--- config.mk ---
export PLATFORM = sky130hd
export DESIGN_NAME = light_dimmer
export DESIGN_NICKNAME = d
export VERILOG_FILES = /design/src/rtl/light_pkg.sv /design/src/rtl/btn_debounce.sv /design/src/rtl/light_dimmer.sv
export SDC_FILE = /design/constraint.sdc
export NUM_CORES = 1
export LEC_CHECK = 0
export CAP_MARGIN = 20
export CELL_PAD_IN_SITES_DETAIL_PLACEMENT = 1
export CELL_PAD_IN_SITES_GLOBAL_PLACEMENT = 2
export CORE_ASPECT_RATIO = 0.9
export CORE_MARGIN = 2
export CORE_UTILIZATION = 36
export DETAILED_ROUTE_END_ITERATION = 10
export GPL_TIMING_DRIVEN = 0
export HOLD_SLACK_MARGIN = 0.03
export PLACE_DENSITY = 0.79
export SKIP_CTS_REPAIR_TIMING = 1
export SLEW_MARGIN = 20
export SYNTH_ARGS = -nofsm -noshare
export SYNTH_HDL_FRONTEND = slang
export SYNTH_SLANG_ARGS = --single-unit
--- constraint.sdc ---
create_clock -name i_clk -period 11.6 [get_ports i_clk]
set_input_delay 1.74 -clock i_clk [delete_from_list [all_inputs] [get_ports i_clk]]
set_output_delay 1.74 -clock i_clk [all_outputs]
set_load 0.005 [all_outputs]
--- src/rtl/light_pkg.sv ---
// Shared types and helpers for the light dimmer: FSM state encoding and the
// level-to-duty mapping.
package light_pkg;

    typedef enum logic {
        OFF = 1'b0,
        ON  = 1'b1
    } state_e;

    // The 64-bit product is exact: level < 2^LW and pwm_max < 2^PWM_BITS.
    function automatic logic [63:0] duty_of_level(
        input logic [63:0] level,
        input logic [63:0] pwm_max,
        input logic [63:0] max_level
    );
        return (level * pwm_max) / max_level;
    endfunction

endpackage

--- src/rtl/btn_debounce.sv ---
// One raw button: 2-flop synchroniser, stability debouncer and a one-cycle
// pulse on the accepted press edge.
module btn_debounce #(
    parameter int DEB_CYCLES = 100000
) (
    input  logic i_clk,
    input  logic i_reset,
    input  logic i_raw,
    output logic o_pulse
);

    localparam int CW = (DEB_CYCLES > 1) ? $clog2(DEB_CYCLES) : 1;
    localparam logic [CW-1:0] CNT_LAST = CW'(DEB_CYCLES - 1);

    logic [1:0]    sync_q;
    logic [2:0]    vld_q;
    logic          last_q;
    logic          deb_q;
    logic          armed_q;
    logic          pulse_q;
    logic [CW-1:0] cnt_q;
    logic [CW-1:0] cnt_d;
    logic          stable;

    // cnt_d is (cycles the synchronised level has been held) - 1, saturating.
    always_comb begin
        // NOTE: every combinational output gets a default first so no latch is inferred.
        cnt_d = cnt_q;
        if (!vld_q[2] || (sync_q[1] != last_q)) begin
            cnt_d = '0;
        end else if (cnt_q != CNT_LAST) begin
            cnt_d = cnt_q + CW'(1);
        end
        stable = vld_q[1] && (cnt_d == CNT_LAST);
    end

    // A press is only reported once a stable release has been seen, so a
    // button held through reset never produces a pulse.
    // NOTE: all state is updated with non-blocking assignments so every flop
    // samples the pre-edge values.
    always_ff @(posedge i_clk or negedge i_reset) begin
        if (!i_reset) begin
            sync_q  <= '0;
            vld_q   <= '0;
            last_q  <= 1'b0;
            deb_q   <= 1'b0;
            armed_q <= 1'b0;
            pulse_q <= 1'b0;
            cnt_q   <= '0;
        end else begin
            sync_q  <= {sync_q[0], i_raw};
            vld_q   <= {vld_q[1:0], 1'b1};
            last_q  <= sync_q[1];
            cnt_q   <= cnt_d;
            pulse_q <= 1'b0;
            if (stable) begin
                if (sync_q[1] != deb_q) begin
                    deb_q   <= sync_q[1];
                    pulse_q <= sync_q[1] & armed_q;
                end
                if (!sync_q[1]) begin
                    armed_q <= 1'b1;
                end
            end
        end
    end

    assign o_pulse = pulse_q;

endmodule

--- src/rtl/light_dimmer.sv ---
// Three-button LED dimmer: OFF/ON level FSM, linear duty fade and a
// glitch-free PWM output stage.
module light_dimmer
    import light_pkg::*;
#(
    parameter int PWM_BITS   = 10,
    parameter int LEVELS     = 8,
    parameter int PRESCALE   = 100,
    parameter int FADE_DIV   = 1000,
    parameter int FADE_STEP  = 4,
    parameter int DEB_CYCLES = 100000,
    localparam int LW        = $clog2(LEVELS)
) (
    input  logic          i_clk,
    input  logic          i_reset,
    input  logic [2:0]    i_button,
    output logic          o_light_led,
    output logic [LW-1:0] o_level,
    output logic          o_busy
);

    localparam int PWM_MAX   = (1 << PWM_BITS) - 1;
    localparam int MAX_LEVEL = LEVELS - 1;
    localparam int PW        = (PRESCALE > 1) ? $clog2(PRESCALE) : 1;
    localparam int FW        = (FADE_DIV > 1) ? $clog2(FADE_DIV) : 1;

    logic up_p, down_p, power_p;

    btn_debounce #(.DEB_CYCLES(DEB_CYCLES)) u_up (
        .i_clk(i_clk), .i_reset(i_reset), .i_raw(i_button[0]), .o_pulse(up_p)
    );
    btn_debounce #(.DEB_CYCLES(DEB_CYCLES)) u_down (
        .i_clk(i_clk), .i_reset(i_reset), .i_raw(i_button[1]), .o_pulse(down_p)
    );
    btn_debounce #(.DEB_CYCLES(DEB_CYCLES)) u_power (
        .i_clk(i_clk), .i_reset(i_reset), .i_raw(i_button[2]), .o_pulse(power_p)
    );

    state_e        state_q;
    logic [LW-1:0] level_q;
    logic [LW-1:0] saved_q;

    // Priority power > up > down; lower-priority pulses in the same cycle are dropped.
    always_ff @(posedge i_clk or negedge i_reset) begin
        if (!i_reset) begin
            state_q <= OFF;
            level_q <= '0;
            saved_q <= LW'(1);
        end else begin
            case (state_q)
                OFF: begin
                    if (power_p || up_p) begin
                        state_q <= ON;
                        level_q <= saved_q;
                    end
                end
                ON: begin
                    if (power_p) begin
                        state_q <= OFF;
                        saved_q <= level_q;
                        level_q <= '0;
                    end else if (up_p) begin
                        if (level_q != LW'(MAX_LEVEL)) begin
                            level_q <= level_q + LW'(1);
                        end
                    end else if (down_p) begin
                        if (level_q == LW'(1)) begin
                            state_q <= OFF;
                            saved_q <= LW'(1);
                            level_q <= '0;
                        end else begin
                            level_q <= level_q - LW'(1);
                        end
                    end
                end
                default: state_q <= OFF;
            endcase
        end
    end

    logic [PWM_BITS-1:0] target;
    assign target = (state_q == ON)
        ? PWM_BITS'(duty_of_level(64'(level_q), 64'(PWM_MAX), 64'(MAX_LEVEL)))
        : '0;

    logic [FW-1:0]       fdiv_q;
    logic [PW-1:0]       pre_q;
    logic [PWM_BITS-1:0] fade_q, fade_d;
    logic [PWM_BITS-1:0] pwm_q;
    logic [PWM_BITS-1:0] applied_q;
    logic                led_q;
    logic                busy_q;
    logic                fade_tick;
    logic                pwm_tick;
    int                  gap;

    assign fade_tick = (fdiv_q == FW'(FADE_DIV - 1));
    assign pwm_tick  = (pre_q == PW'(PRESCALE - 1));

    // Fade always starts from the current fade duty, so a new target simply redirects it.
    always_comb begin
        fade_d = fade_q;
        gap    = int'(target) - int'(fade_q);
        if (fade_tick) begin
            if (gap > FADE_STEP) begin
                fade_d = fade_q + PWM_BITS'(FADE_STEP);
            end else if (gap < -FADE_STEP) begin
                fade_d = fade_q - PWM_BITS'(FADE_STEP);
            end else begin
                fade_d = target;
            end
        end
    end

    always_ff @(posedge i_clk or negedge i_reset) begin
        if (!i_reset) begin
            fdiv_q    <= '0;
            pre_q     <= '0;
            fade_q    <= '0;
            pwm_q     <= '0;
            applied_q <= '0;
            led_q     <= 1'b0;
            busy_q    <= 1'b0;
        end else begin
            fdiv_q <= fade_tick ? '0 : fdiv_q + FW'(1);
            pre_q  <= pwm_tick ? '0 : pre_q + PW'(1);
            fade_q <= fade_d;
            if (pwm_tick) begin
                pwm_q <= pwm_q + PWM_BITS'(1);
                // Compare value only changes at a period boundary.
                if (pwm_q == PWM_BITS'(PWM_MAX)) begin
                    applied_q <= fade_q;
                end
            end
            led_q  <= (pwm_q < applied_q) || (applied_q == PWM_BITS'(PWM_MAX));
            busy_q <= (applied_q != target);
        end
    end

    assign o_light_led = led_q;
    assign o_level     = level_q;
    assign o_busy      = busy_q;

endmodule

After elaboration in Yosys (flattened, before gate mapping)
Cells that the tools add are included.
{ "word_totals": {"register_bits": 134, "input_bits": 5, "output_inout_bits": 5, "elab_cells": 133} }
{ "classes": {"n_addsub": 11, "multipliers": 1, "div": 1, "order_cmp": 3, "eq_ne": 23, "mux": 34, "n_bitwise": 7, "reduce_logical": 22} }
{ "op_table": {"columns": ["operator", "count"], "rows": [
  ["$mux 17", 6],
  ["$div 13x3->64 const B", 1],
  ["$add 17x1->17 const B", 3],
  ["$eq 17x17->1 const B", 3],
  ["$ne 17x17->1 const B", 3],
  ["$mux 10", 4],
  ["$eq 10x10->1 const B", 3],
  ["$mux 3", 10],
  ["$add 10x1->10 const B", 2],
  ["$reduce_and 2->1", 7],
  ["$mul 3x10->13 const B", 1],
  ["$gt 11x4->1 const B", 1],
  ["$lt 11x3->1 const B", 1],
  ["$mux 1", 11],
  ["$sub 10x10->11", 1],
  ["$add 10x3->10 const B", 1],
  ["$lt 10x10->1", 1],
  ["$ne 10x10->1", 1],
  ["$sub 10x3->10 const B", 1],
  ["$add 7x1->7 const B", 1],
  ["$eq 7x7->1 const B", 1],
  ["$mux 7", 1],
  ["$ne 1x1->1", 6],
  ["$pmux 3 s2", 1],
  ["other kinds (17)", 31]
]} }

Longest topological paths before layout
Gate-level depths: netlist (run 1).
{ "logic_depth": {"word_depth": 7, "depth_mapped": 49, "depth_no_buf": 48} }

Hierarchy
A second synthesis (run 1) with hierarchy kept.
{ "unflattened": {"cells_unflattened": 1081, "hier_area_um2": 9671.8} }
{ "by_module_without_submodules": {"columns": ["mod", "n_inst", "cells_each", "area_each_um2", "seq_area_each_um2"], "rows": [
  ["light_dimmer", 1, 658, 5486.5, 1402.6],
  ["btn_debounce", 3, 141, 1395.1, 650.6]
]} }

Worst setup path before layout (run 1)
OpenSTA, ideal clock, no wires.
{ "synth_timing": {"kind": "reg-to-reg", "start": "register level_q[2], in the netlist o_level[2]", "end": "register fade_q[4]", "setup_time_ps": 127, "t_arrival_ps": 11323, "required_ps": 11473, "setup_slack_ps": 150, "path_stages_with_launch": 46, "path_buffers": 1, "period_less_slack_ps": 11450, "path_cell_list": "dfrtp_1 > fa_1 > ha_1 > inv_1 > fa_1 > fa_1 > and3_1 > mux2_2 > nor2_1 > inv_1 > ha_1 > nand2b_1 > a221oi_2 > o21ai_1 > a211oi_1 > o31a_1 > o31a_1 > mux2i_2 > [10 not listed] > a2bb2oi_1 > a2111o_1 > nand2_1 > ha_1 > inv_1 > fa_1 > a21o_1 > a21oi_1 > o21bai_1 > a21oi_1 > o21bai_1 > a21oi_1 > xnor2_1 > o41ai_1 > clkbuf_1 > o21ai_0 > a211oi_1 > a21oi_1"} }
{ "synth_between": {"elab_chain_len": 7, "word_cells_on_any_way": 8, "cone_classes": "add/sub (1); mul (1); div (1); order compare (2); mux (3)"} }
{ "synth_lines": {"columns": ["item", "line", "rtl"], "rows": [
  ["start, declared", "light_dimmer.sv:40", "logic [LW-1:0] level_q;"],
  ["start signal, assigned", "light_dimmer.sv:54", "level_q <= saved_q;"],
  ["start signal, assigned", "light_dimmer.sv:64", "level_q <= level_q + LW'(1);"],
  ["start signal, assigned", "light_dimmer.sv:72", "level_q <= level_q - LW'(1);"],
  ["$mul 3x10->13 (*)", "light_pkg.sv:16", "return (level * pwm_max) / max_level;"],
  ["$div 13x3->64 (*)", "light_pkg.sv:16", null],
  ["$mux 10 (*)", "light_dimmer.sv:83", "? PWM_BITS'(duty_of_level(64'(level_q), 64'(PWM_MAX), 64'(MAX_LEVEL)))"],
  ["$sub 10x10->11", "light_dimmer.sv:103", "gap = int'(target) - int'(fade_q);"],
  ["$lt 11x3->1", "light_dimmer.sv:107", "end else if (gap < -FADE_STEP) begin"],
  ["$mux 10", "light_dimmer.sv:107", null],
  ["$mux 10 (*)", "light_dimmer.sv:105", "if (gap > FADE_STEP) begin"],
  ["end signal, assigned", "light_dimmer.sv:119", "fade_q <= '0;"],
  ["end signal, assigned", "light_dimmer.sv:127", "fade_q <= fade_d;"],
  ["end, declared", "light_dimmer.sv:88", "logic [PWM_BITS-1:0] fade_q, fade_d;"]
]} }
Mark *: on every way between the ends. The rest lies on a longest branch, timed or not.
A chain may end at the register's enable or synchronous reset.

Worst setup path in the final report (run 1)
{ "layout_timing": {"start": "register level_q[1], in the netlist o_level[1]", "end": "register fade_q[8]"} }
The elaborated chain is that of the path after synthesis.

==> qor.yml, run 1 <==
outcome: "completed"
die_y_um: 152.3
synth_compound_area_frac: 0.1700
reg2reg_setup_slack_ns: 0.43
critPathSlowestCell: "fa_2"
ys_seq_area_frac: 0.3644
clockBufferDepth: 2
grt_pass1_vias: 7734
start_kind: "register"
yosysTopAreaCell: "dfrtp_1"
ys.flop_type: "dfrtp_1"
floorplan.initialDensity: 0.3646
rr_endpoint: "fade_q[8]"
numClockSinks: 128
numCtsBuffers: 17
crit_arrival_ns: 11.47
avgSynthCellArea_um2: 8.663
min_from: "u_down.sync_q[0]"
dr.first_iter.drc_count: 377
reg2reg_depth: 48
maxSlewHeadroom: 0.4224
viasPerCell: 5.575
grt_pass1_wl_mm: 40.15
cts-root-buf: "clkbuf_16"
setup_viol: 0
antenna_found_initial: 0
grt_max_degree: 66
grt_overflow_total: 0
synthToLayoutAreaGrowth_pct: 17.79
fin_area_um2: 10360
synth-xor-area-share: 0.09363
wl_per_cell_um: 17.31
final_max_slew_viol_count: 0
synth-simple-area-share: 0.2459
dr.pass1.iters: 5
core_um2: 24120
final.setup_skew_ns: 0.008152
hold_class: "reg2reg"
place_area_um2: 9308
synth_seq_cells: 128
cts_htree_levels: 4
gp_congestion: 0.7738
cp_num_cells: 48
synth_edf_count: 0
async_flop_share: 1.000
portBuffers: 9
ys.warnings.count: 0
io_pins: 10
n_antenna_cell: 0
fin_tns_setup_ns: 0
timing.rr.start: "o_level[1]"
crit_family: "compound AO/OA/AOI/OAI gates"
crit_top_cell: "a21oi_2"
synth_nets: 1065
ir_worst_vdd_mv: 0.08397
synth_area_um2: 8793
startpoint: "o_level[1]"
ant_nets: 0
maxCapViolations: 0
num_vias: 7749
criticalPathCategory: "reg2reg"
path_buf_inv: 5
netlist_top_cells_count: "dfrtp_1 (127), nor2_1 (108), nand2_1 (95), xnor2_1 (58)"
end_kind: "register"
setup_ws_ns: 0.4310
die_x_um: 168.7
tritoncts: "yes"
cp-endpoint: "fade_q[8]"
grt_util_all_layers: 0.1918
ys_top_cells_by_area: "dfrtp_1 (36%), xnor2_1 (5.8%), ha_1 (5.5%), nor2_1 (4.6%), nand2_1 (4.1%)"
powerDensity_nw_per_um2: 96.76
synth_top_family_by_area: "simple AND/OR/NAND/NOR gates"
syn_inst: 1015
max_stage_delay_ns: 0.64
synthMuxAreaShare: 0.02106
final_hold_viol_count: 0
finalCriticalPeriod_ns: 11.17
dp_hpwl_mm: 17.33
wl_mm: 24.07
synthAdderAreaFrac: 0.06915
worst_slew_pin_slew_ns: 0.8593
std_cell_rows: 54
leakage_nw: 4.393
drive_gt1_frac: 0.1294
crit_required_ns: 11.90
dieArea_um2: 25690
insertion_delay_ns: 0.42
ys_types: 85
path_max_fanout: 5
yosys.cell_count.top_type: "dfrtp_1"
nets: 1122
dp_slack_ns: -1.681
path_clk_slew_ns: 0.06
min_period_over_period: 0.9628
synth.top_cell.area_share: 0.3614
max_freq_ghz: 0.08953
post-route-drc-count: 0
-- registers in the layout, summed over array words and instances, names as in the netlist, 2 cells and up --
register	cells
applied_q	10
fade_q	10
fdiv_q	10
o_level	3
pre_q	7
pwm_q	10
saved_q	3
u_down.cnt_q	17
u_down.sync_q	2
u_power.cnt_q	17
u_power.sync_q	2
u_power.vld_q	2
u_up.cnt_q	17
u_up.sync_q	2
-- worst min path at each step --
stage,to,slack [ns],depth (start not counted)
floorplan,u_down.sync_q[1],0.33,0
global placement,u_power.vld_q[1],0.33,0
detailed placement,u_down.sync_q[1],0.34,0
CTS,u_down.sync_q[1],0.35,0
global route,u_power.vld_q[1],0.37,0
finish,u_down.sync_q[1],0.35,0
-- metal layers --
layer / vias up / track usage / wire length, µm
met5: - / 0 / 0
met4: 0 / 0.05542 / 359
met3: 19 / 0.03039 / 494
met2: 89 / 0.2968 / 10950
met1: 3887 / 0.2768 / 12270
li1: 3754 / - / -
-- layout by cell type (no fill, tap or decap), drive strengths merged, types with 9 or more instances in the layout --
master	instances
o21ai	59
and3	18
a21oi	52
mux2	9
nor4	13
nor2	109
ha	39
nor3	34
o21bai	11
xnor2	58
xor2	36
nand3	56
or3	13
nand4	24
inv	49
nand2	95
a31oi	9
o31ai	9
clkbuf	47
nor2b	10
and2	15
dfrtp	127
buf	37
-- power by group --
| group | switching (W) | leakage (nW) | internal (W) |
|---|---|---|---|
| combinational | 0.0000163 | 2.40 | 0.00000566 |
| clock | 0.000202 | 0.271 | 0.000324 |
| sequential | 0.00000348 | 1.72 | 0.000450 |
| total | 0.000222 | 4.39 | 0.000780 |
-- final cells by class --
cell class                 count  area [µm²]
multi-input combinational    805        5543
fill                        2812       13760
sequential                   128        3208
inverter                      48       180.2
buffer                        34       141.4
clock buffer                  20       456.7
timing repair buffer          38       332.8
clock inverter                 9       110.1
tap                          308       385.4
-- metrics by stage --
step           hold WS (ns)  std cells   power, W  utilization
2_1_floorplan        0.3312       1015  0.0004686            -
3_3_place_gp         0.3324       1332  0.0004834       0.3843
3_5_place_dp         0.3372       1333  0.0004850       0.3859
4_1_cts              0.3504       1362   0.001019       0.4094
5_1_grt              0.3654       1390   0.001042       0.4294
6_report             0.3473       1390   0.001002       0.4294
-- cell families (layout without fill, tap and decap cells) --
| group | after synthesis | after routing |
|---|---|---|
| compound gates | 221 | 221 |
| xor+xnor | 94 | 94 |
| fa+ha+maj | 45 | 45 |
| buf+inv | 82 | 149 |
| flops | 128 | 128 |
| mux | 17 | 17 |
| other cells | 1 | 1 |
| simple gates | 427 | 427 |
No activity file was read; power rests on OpenSTA's default activity.
==> run 2: changes to the inputs <==
--- a/config.mk
+++ b/config.mk
@@ -10,11 +10,12 @@
 export CELL_PAD_IN_SITES_GLOBAL_PLACEMENT = 2
 export CORE_ASPECT_RATIO = 0.9
 export CORE_MARGIN = 2
-export CORE_UTILIZATION = 36
+export CORE_UTILIZATION = 37
+export CTS_BUF_LIST = sky130_fd_sc_hd__clkbuf_8
 export DETAILED_ROUTE_END_ITERATION = 10
 export GPL_TIMING_DRIVEN = 0
 export HOLD_SLACK_MARGIN = 0.03
-export PLACE_DENSITY = 0.79
+export PLACE_DENSITY = 0.81
 export SKIP_CTS_REPAIR_TIMING = 1
 export SLEW_MARGIN = 20
 export SYNTH_ARGS = -nofsm -noshare
==> qor.yml, run 2 (synthesis gave the netlist of run 1 again) <==
path_buf_inv: 4  # -1
leakage_nw: 4.349  # -1.0%
fin_util: 0.4391  # +0.009653
grt_pass1_wl_mm: 39.44  # -1.8%
numCtsBuffers: 17  # unchanged
antenna_found_initial: 0  # unchanged
p_comb_frac: 0.024  # +0.002
setup_ws_ns: 0.3133  # -0.1177 ns
sw_frac_of_total: 0.2322  # +0.01073
n_antenna_cell: 0  # unchanged
tritoncts: "yes"
setup_viol: 0  # unchanged
crit_arrival_ns: 11.61  # +0.14 ns
finalCriticalPeriod_ns: 11.29  # +0.1177 ns
dr.pass1.iters: 5  # unchanged
gp_congestion: 0.8220  # +6.2%
std_cell_rows: 53  # -1.9%
p_switching_w: 0.0002181  # -1.8%
crit_family: "compound AO/OA/AOI/OAI gates"
fin_tns_setup_ns: 0  # unchanged
num_vias: 7737  # -0.15%
start_kind: "register"
numClockSinks: 128  # unchanged
max_freq_ghz: 0.08860  # -1.0%
dieArea_um2: 25020  # -2.6%
path_clk_slew_ns: 0.08  # +0.02 ns
final_max_slew_viol_count: 0  # unchanged
viasPerCell: 5.566  # -0.15%
reg_top3: "u_down.cnt_q x17, u_power.cnt_q x17, u_up.cnt_q x17"
critPathSlowestCell: "fa_2"
core_um2: 23340  # -3.2%
grt_pass1_vias: 7819  # +1.1%
criticalPathCategory: "reg2reg"
outcome: "completed"
final_common_cell: "dfrtp_1"
cts_htree_levels: 4  # unchanged
die_x_um: 166.5  # -1.3%
cts-root-buf: "clkbuf_8"
maxSlewHeadroom: 0.4925  # +0.07016
die_y_um: 150.3  # -1.3%
synthToLayoutAreaGrowth_pct: 16.55
worst_slew_pin_slew_ns: 0.7554  # -0.1039 ns
maxCapViolations: 0  # unchanged
wl_per_cell_um: 17.40  # +0.52%
final.setup_skew_ns: 0.01229  # +0.004133 ns
place_area_um2: 9305  # about the same
hold_class: "reg2reg"
end_kind: "register"
dp_hpwl_mm: 17.68  # +2.0%
insertion_delay_ns: 0.45  # +0.03 ns
post-route-drc-count: 0  # unchanged
internal-power_w: 0.0007210  # -7.6%
drive_gt1_frac: 0.1305  # +0.001125
stdcell_count: 1390  # unchanged
wl_mm: 24.19  # +0.52%
dp_cells: 1328  # -0.38%
grt_max_degree: 67  # +1.5%
dp_slack_ns: -1.619  # +0.06151 ns
min_period_over_period: 0.9730  # +0.01015
ant_nets: 0  # unchanged
portBuffers: 9  # unchanged
power_frac_clock: 0.494  # -0.031
grt_util_all_layers: 0.1928  # +0.0009849
io_pins: 10  # unchanged
final_hold_viol_count: 0  # unchanged
ir_worst_vdd_mv: 0.06121  # -27%
final_cell_mix: "dfrtp_1 (124), nor2_1 (106), nand2_1 (95), xnor2_1 (56), nand3_1 (56)"
seq_power_share: 0.482  # +0.029
fin_area_um2: 10250  # -1.1%
grt_overflow_total: 0  # unchanged
powerDensity_nw_per_um2: 91.63  # -5.3%
crit_required_ns: 11.93  # +0.03 ns
max_stage_delay_ns: 0.58  # -0.06 ns
clockBufferDepth: 2  # unchanged
path_max_fanout: 7  # +2
dr.first_iter.drc_count: 395  # +4.8%
nets: 1125  # +0.27%
floorplan.initialDensity: 0.3767  # +0.01215
## run 2: cell count changes in the layout (fill, tap and decap cells not counted), sizes merged
cell,delta
bufinv,+3
buf,+5
inv,+3
clkinv,-1
clkbuf,-4
## run 2: power by group through the flow
stage | clock [W] | sequential, W | combinational [W]
after global placement | 0 | 0.000462 | 0.0000216
after detailed placement | 0 | 0.000462 | 0.0000236
after floorplan | 0 | 0.000461 | 0.00000799
after CTS | 0.000476 | 0.000453 | 0.0000237
after global routing | 0.000495 | 0.000453 | 0.0000260
final | 0.000464 | 0.000453 | 0.0000225
## run 2: path summary, 6_finish.rpt
path / startpoint / to / slack (ns) / cells past startpoint
worst max register to register: o_level[1] / fade_q[2] / 0.31 / 46
worst min-delay path: u_down.sync_q[0] / u_down.sync_q[1] / 0.36 / 0
worst min register to register: u_down.sync_q[0] / u_down.sync_q[1] / 0.36 / 0
min in group asynchronous: i_reset / u_up.cnt_q[10] / 1.22 / 1
max in group asynchronous: i_reset / applied_q[9] / 9.69 / 2
worst max-delay path: o_level[1] / fade_q[2] / 0.31 / 46
## run 2: final cells by class
type	count	area, µm²
Sequential cell	128	3208
Tap cell	302	377.9
Buffer	33	138.9
Fill cell	2748	13090
Timing Repair Buffer	42	360.3
Inverter	48	180.2
Clock inverter	14	227.7
Multi-Input combinational cell	805	5508
Clock buffer	18	247.7
## run 2: routing by layer
layer | vias up | track usage | part of all wire
li1 | 3762 | - | -
met1 | 3865 | 0.2727 | 0.51
met2 | 81 | 0.3062 | 0.45
met3 | 29 | 0.02287 | 0.017
met4 | 0 | 0.06940 | 0.023
met5 | - | 0 | 0
## run 2: per-stage QoR
stage	power [W]	hold slack, ns
5_1_grt	0.0009741	0.3710
3_3_place_gp	0.0004832	0.3312
2_1_floorplan	0.0004686	0.3312
3_5_place_dp	0.0004852	0.3404
4_1_cts	0.0009521	0.3588
6_report	0.0009391	0.3560
==> run 3: changes to the inputs <==
--- a/config.mk
+++ b/config.mk
@@ -13,6 +13,7 @@
 export CORE_UTILIZATION = 37
 export CTS_BUF_LIST = sky130_fd_sc_hd__clkbuf_8
 export DETAILED_ROUTE_END_ITERATION = 10
+export GPL_ROUTABILITY_DRIVEN = 0
 export GPL_TIMING_DRIVEN = 0
 export HOLD_SLACK_MARGIN = 0.03
 export PLACE_DENSITY = 0.81
==> results of run 3 <==
Final layout, timing and power as in run 2 (identical DEF).
==> RTL change, RTL diff (settings of run 3) <==
Change the parameter `FADE_DIV` from 1000 to 250.
--- a/src/rtl/light_dimmer.sv
+++ b/src/rtl/light_dimmer.sv
@@ -8,3 +8,3 @@
     parameter int PRESCALE   = 100,
-    parameter int FADE_DIV   = 1000,
+    parameter int FADE_DIV   = 250,
     parameter int FADE_STEP  = 4,
Behaviour: same outputs for any inputs over 10 cycles, from zero or initial values and one cycle with i_reset low; that may be too few to reach the edited logic, so the function may still have changed.
==> RTL change against run 3 <==
  * Routed wire length increased by 5.6%
  * Sequential cell count decreased by 2
  * Non-clock buffer count increased by 16
  * Setup slack got worse by 0.13 ns
  * Combinational power decreased by 6%
  * Area after synthesis increased by 3.2%
  * Clock skew increased by 0.0068 ns
  * Total power about the same
  * Sequential share of layout area decreased by 2.4 points
  * Cell area increased by 6.6%
  * Critical endpoint is now fade_q[0]$_DFFE_PN0P_
  * Largest cell class unchanged
  * Largest power group unchanged
  * Highest routed layer unchanged
==> RTL change: results (changes against run 3) <==
Yosys
  – Synth warnings: 0 (unchanged)
  – Largest cells by area after synthesis: dfrtp_1, ha_1, nor2_1 (was dfrtp_1, xnor2_1, ha_1)
  – Synth top cells by count: dfrtp_1, nor2_1, nand2_1, a21oi_1, inv_1 (was dfrtp_1, nor2_1, nand2_1, xnor2_1)
  – Share of flip-flops with an asynchronous set or reset: 100.0% (unchanged)
  – Area fraction of the dominant cell type after synthesis: 34.46% (was 36.14%)
  – Cell count after synthesis: 1057 (was 1015)
  – Post-synthesis sequential area ratio: 34.75% (was 36.44%)
  – Post-synth cell types: 90 (was 85)
  – Most frequently used flop master after synthesis: dfrtp_1 (unchanged)

Finish
  – # diodes: 0 (unchanged)
  – Layout cells sized above 1: 17.68% (was 13.05%)
  – Final cell count without fillers: 1456 (was 1390)
  – Biggest regs: u_down.cnt_q x17, u_power.cnt_q x17, u_up.cnt_q x17 (unchanged)
  – Final nets: 1186 (was 1125)

Placed design
  – Cell Area, Placed: 0.009592 mm2 (was 0.009305 mm2)
  – Post-DP HPWL: 18.36 mm (was 17.68 mm)
  – IO Port Bufs: 9 (unchanged)
  – Post-Place Cells: 1375 (was 1328)

Setup path
  – Max incr delay on CP: 0.61 ns (was 0.58 ns)
  – Arrival @ worst endpoint: 11.75 ns (was 11.61 ns)
  – Maximum fanout along the worst path: 6 (was 7)
  – CP max stage cell: fa_2 (unchanged)

GRT
  – Gr usage total: 19.78% (was 19.28%)
  – Remaining global-route overflow: 0 (unchanged)
  – Initial antenna violation count: 0 (unchanged)
  – Maximum number of pins on one net before global-route repair: 76 (was 67)
  – Global-route wire length before repair: 41.85 mm (was 39.44 mm)

Detailed routing
  – DR pass1 iterations: 5 (unchanged)
  – Iteration-0 DRC Markers: 357 (was 395)
  – DR vias: 8133 (was 7737)
  – WL/cell: 17.54 um (was 17.40 um)

Power and ir drop
  – Static leakage: 0.004539 uW (was 0.004349 uW)
  – Worst VDD drop: 0.00007892 V (was 0.00006121 V)

Worst hold path
  – Worst Hold Class: flip-flop to flip-flop (unchanged)

Clock tree
  – Skew-Pair Late Insertion Delay: 0.46 ns
  – Clock Tree Root: clkbuf_8 (unchanged)
  – Total CTS buffers: 17 (unchanged)
  – Clk slew on worst S/H paths: 0.08 ns (about the same)
  – Clock Path Buffers: 2 (unchanged)
  – H-tree depth: 4 (unchanged)

Timing
  – Worst-Margin Slew: 0.9710 ns (was 0.7554 ns)
  – Skew final: 0.01909 ns (was 0.01229 ns)

Status
  – Status: complete, no violations (unchanged)
RTL change: per-stage QoR:
step	TNS, ns	hold WS [ns]	util, %	total power, uW	setup slack [ns]
floorplan	0	0.3312	-	461.2	0.03440
global placement	-23.33	0.3322	39.49	475.3	-2.407
detailed placement	-22.12	0.3363	39.65	476.9	-2.301
CTS	-23.45	0.3530	41.66	950.5	-2.429
global route	-2.304	0.3557	45.18	974.4	-0.2863
finish	0	0.3503	45.18	939.0	0.1815
RTL change: final cells by class:
cell class	instances	area, um2
Multi-Input combinational cell	843	6002
Clock buffer	18	247.7
Sequential cell	126	3158
Timing Repair Buffer	59	498.0
Clock inverter	14	237.7
Inverter	56	222.7
Buffer	32	176.4
Tap cell	308	385.4
Fill cell	2826	13260
RTL change: cells by family (layout without fill, tap and decap cells):
logic type	Yosys count	count (layout)	synth area share, %
xor+xnor	83	83	8.091
compound gates	254	254	19.44
other cells	1	1	0.04131
mux	25	25	2.991
buf+inv	88	179	3.818
fa+ha+maj	46	46	6.837
simple gates	434	434	24.04
flops	126	126	34.75
RTL change: worst paths after layout:
path	from	to	slack (ns)	cells after the start
setup / recovery	o_level[1]$_DFFE_PN0P_	fade_q[0]$_DFFE_PN0P_	0.18	52
hold / removal	u_up.sync_q[0]$_DFF_PN0_	u_up.sync_q[1]$_DFF_PN0_	0.35	0
setup reg to reg	o_level[1]$_DFFE_PN0P_	fade_q[0]$_DFFE_PN0P_	0.18	52
hold reg to reg	u_up.sync_q[0]$_DFF_PN0_	u_up.sync_q[1]$_DFF_PN0_	0.35	0
max in group asynchronous	i_reset	u_down.cnt_q[15]$_DFF_PN0_	9.68	2
min in group asynchronous	i_reset	pwm_q[2]$_DFFE_PN0N_	1.20	1
RTL change: power by group:
part	total (uW)	switching [uW]	internal, uW
registers	446	3.30	442
clock network	472	188	284
logic	21.2	15.8	5.39
total	939	207	732
RTL change: worst max-delay path: cells and delay by family (launching register included):
family / cells / cell delay [ns]
AO/OA/AOI/OAI: 22 / 4.87
adder cells (fa/ha/maj): 7 / 2.13
AND/OR/NAND/NOR: 9 / 1.85
buffers and inverters: 9 / 0.84
multiplexers: 3 / 0.79
flip-flops: 1 / 0.43
XOR/XNOR: 2 / 0.38
RTL change: per-layer routing:
layer / vias up / global-route usage [%] / share of wire [%]
li1: 3991 / - / -
met1: 4062 / 29.04 / 50
met2: 65 / 30.87 / 47
met3: 15 / 3.195 / 2.2
met4: 0 / 3.867 / 0.72
met5: - / 0 / 0
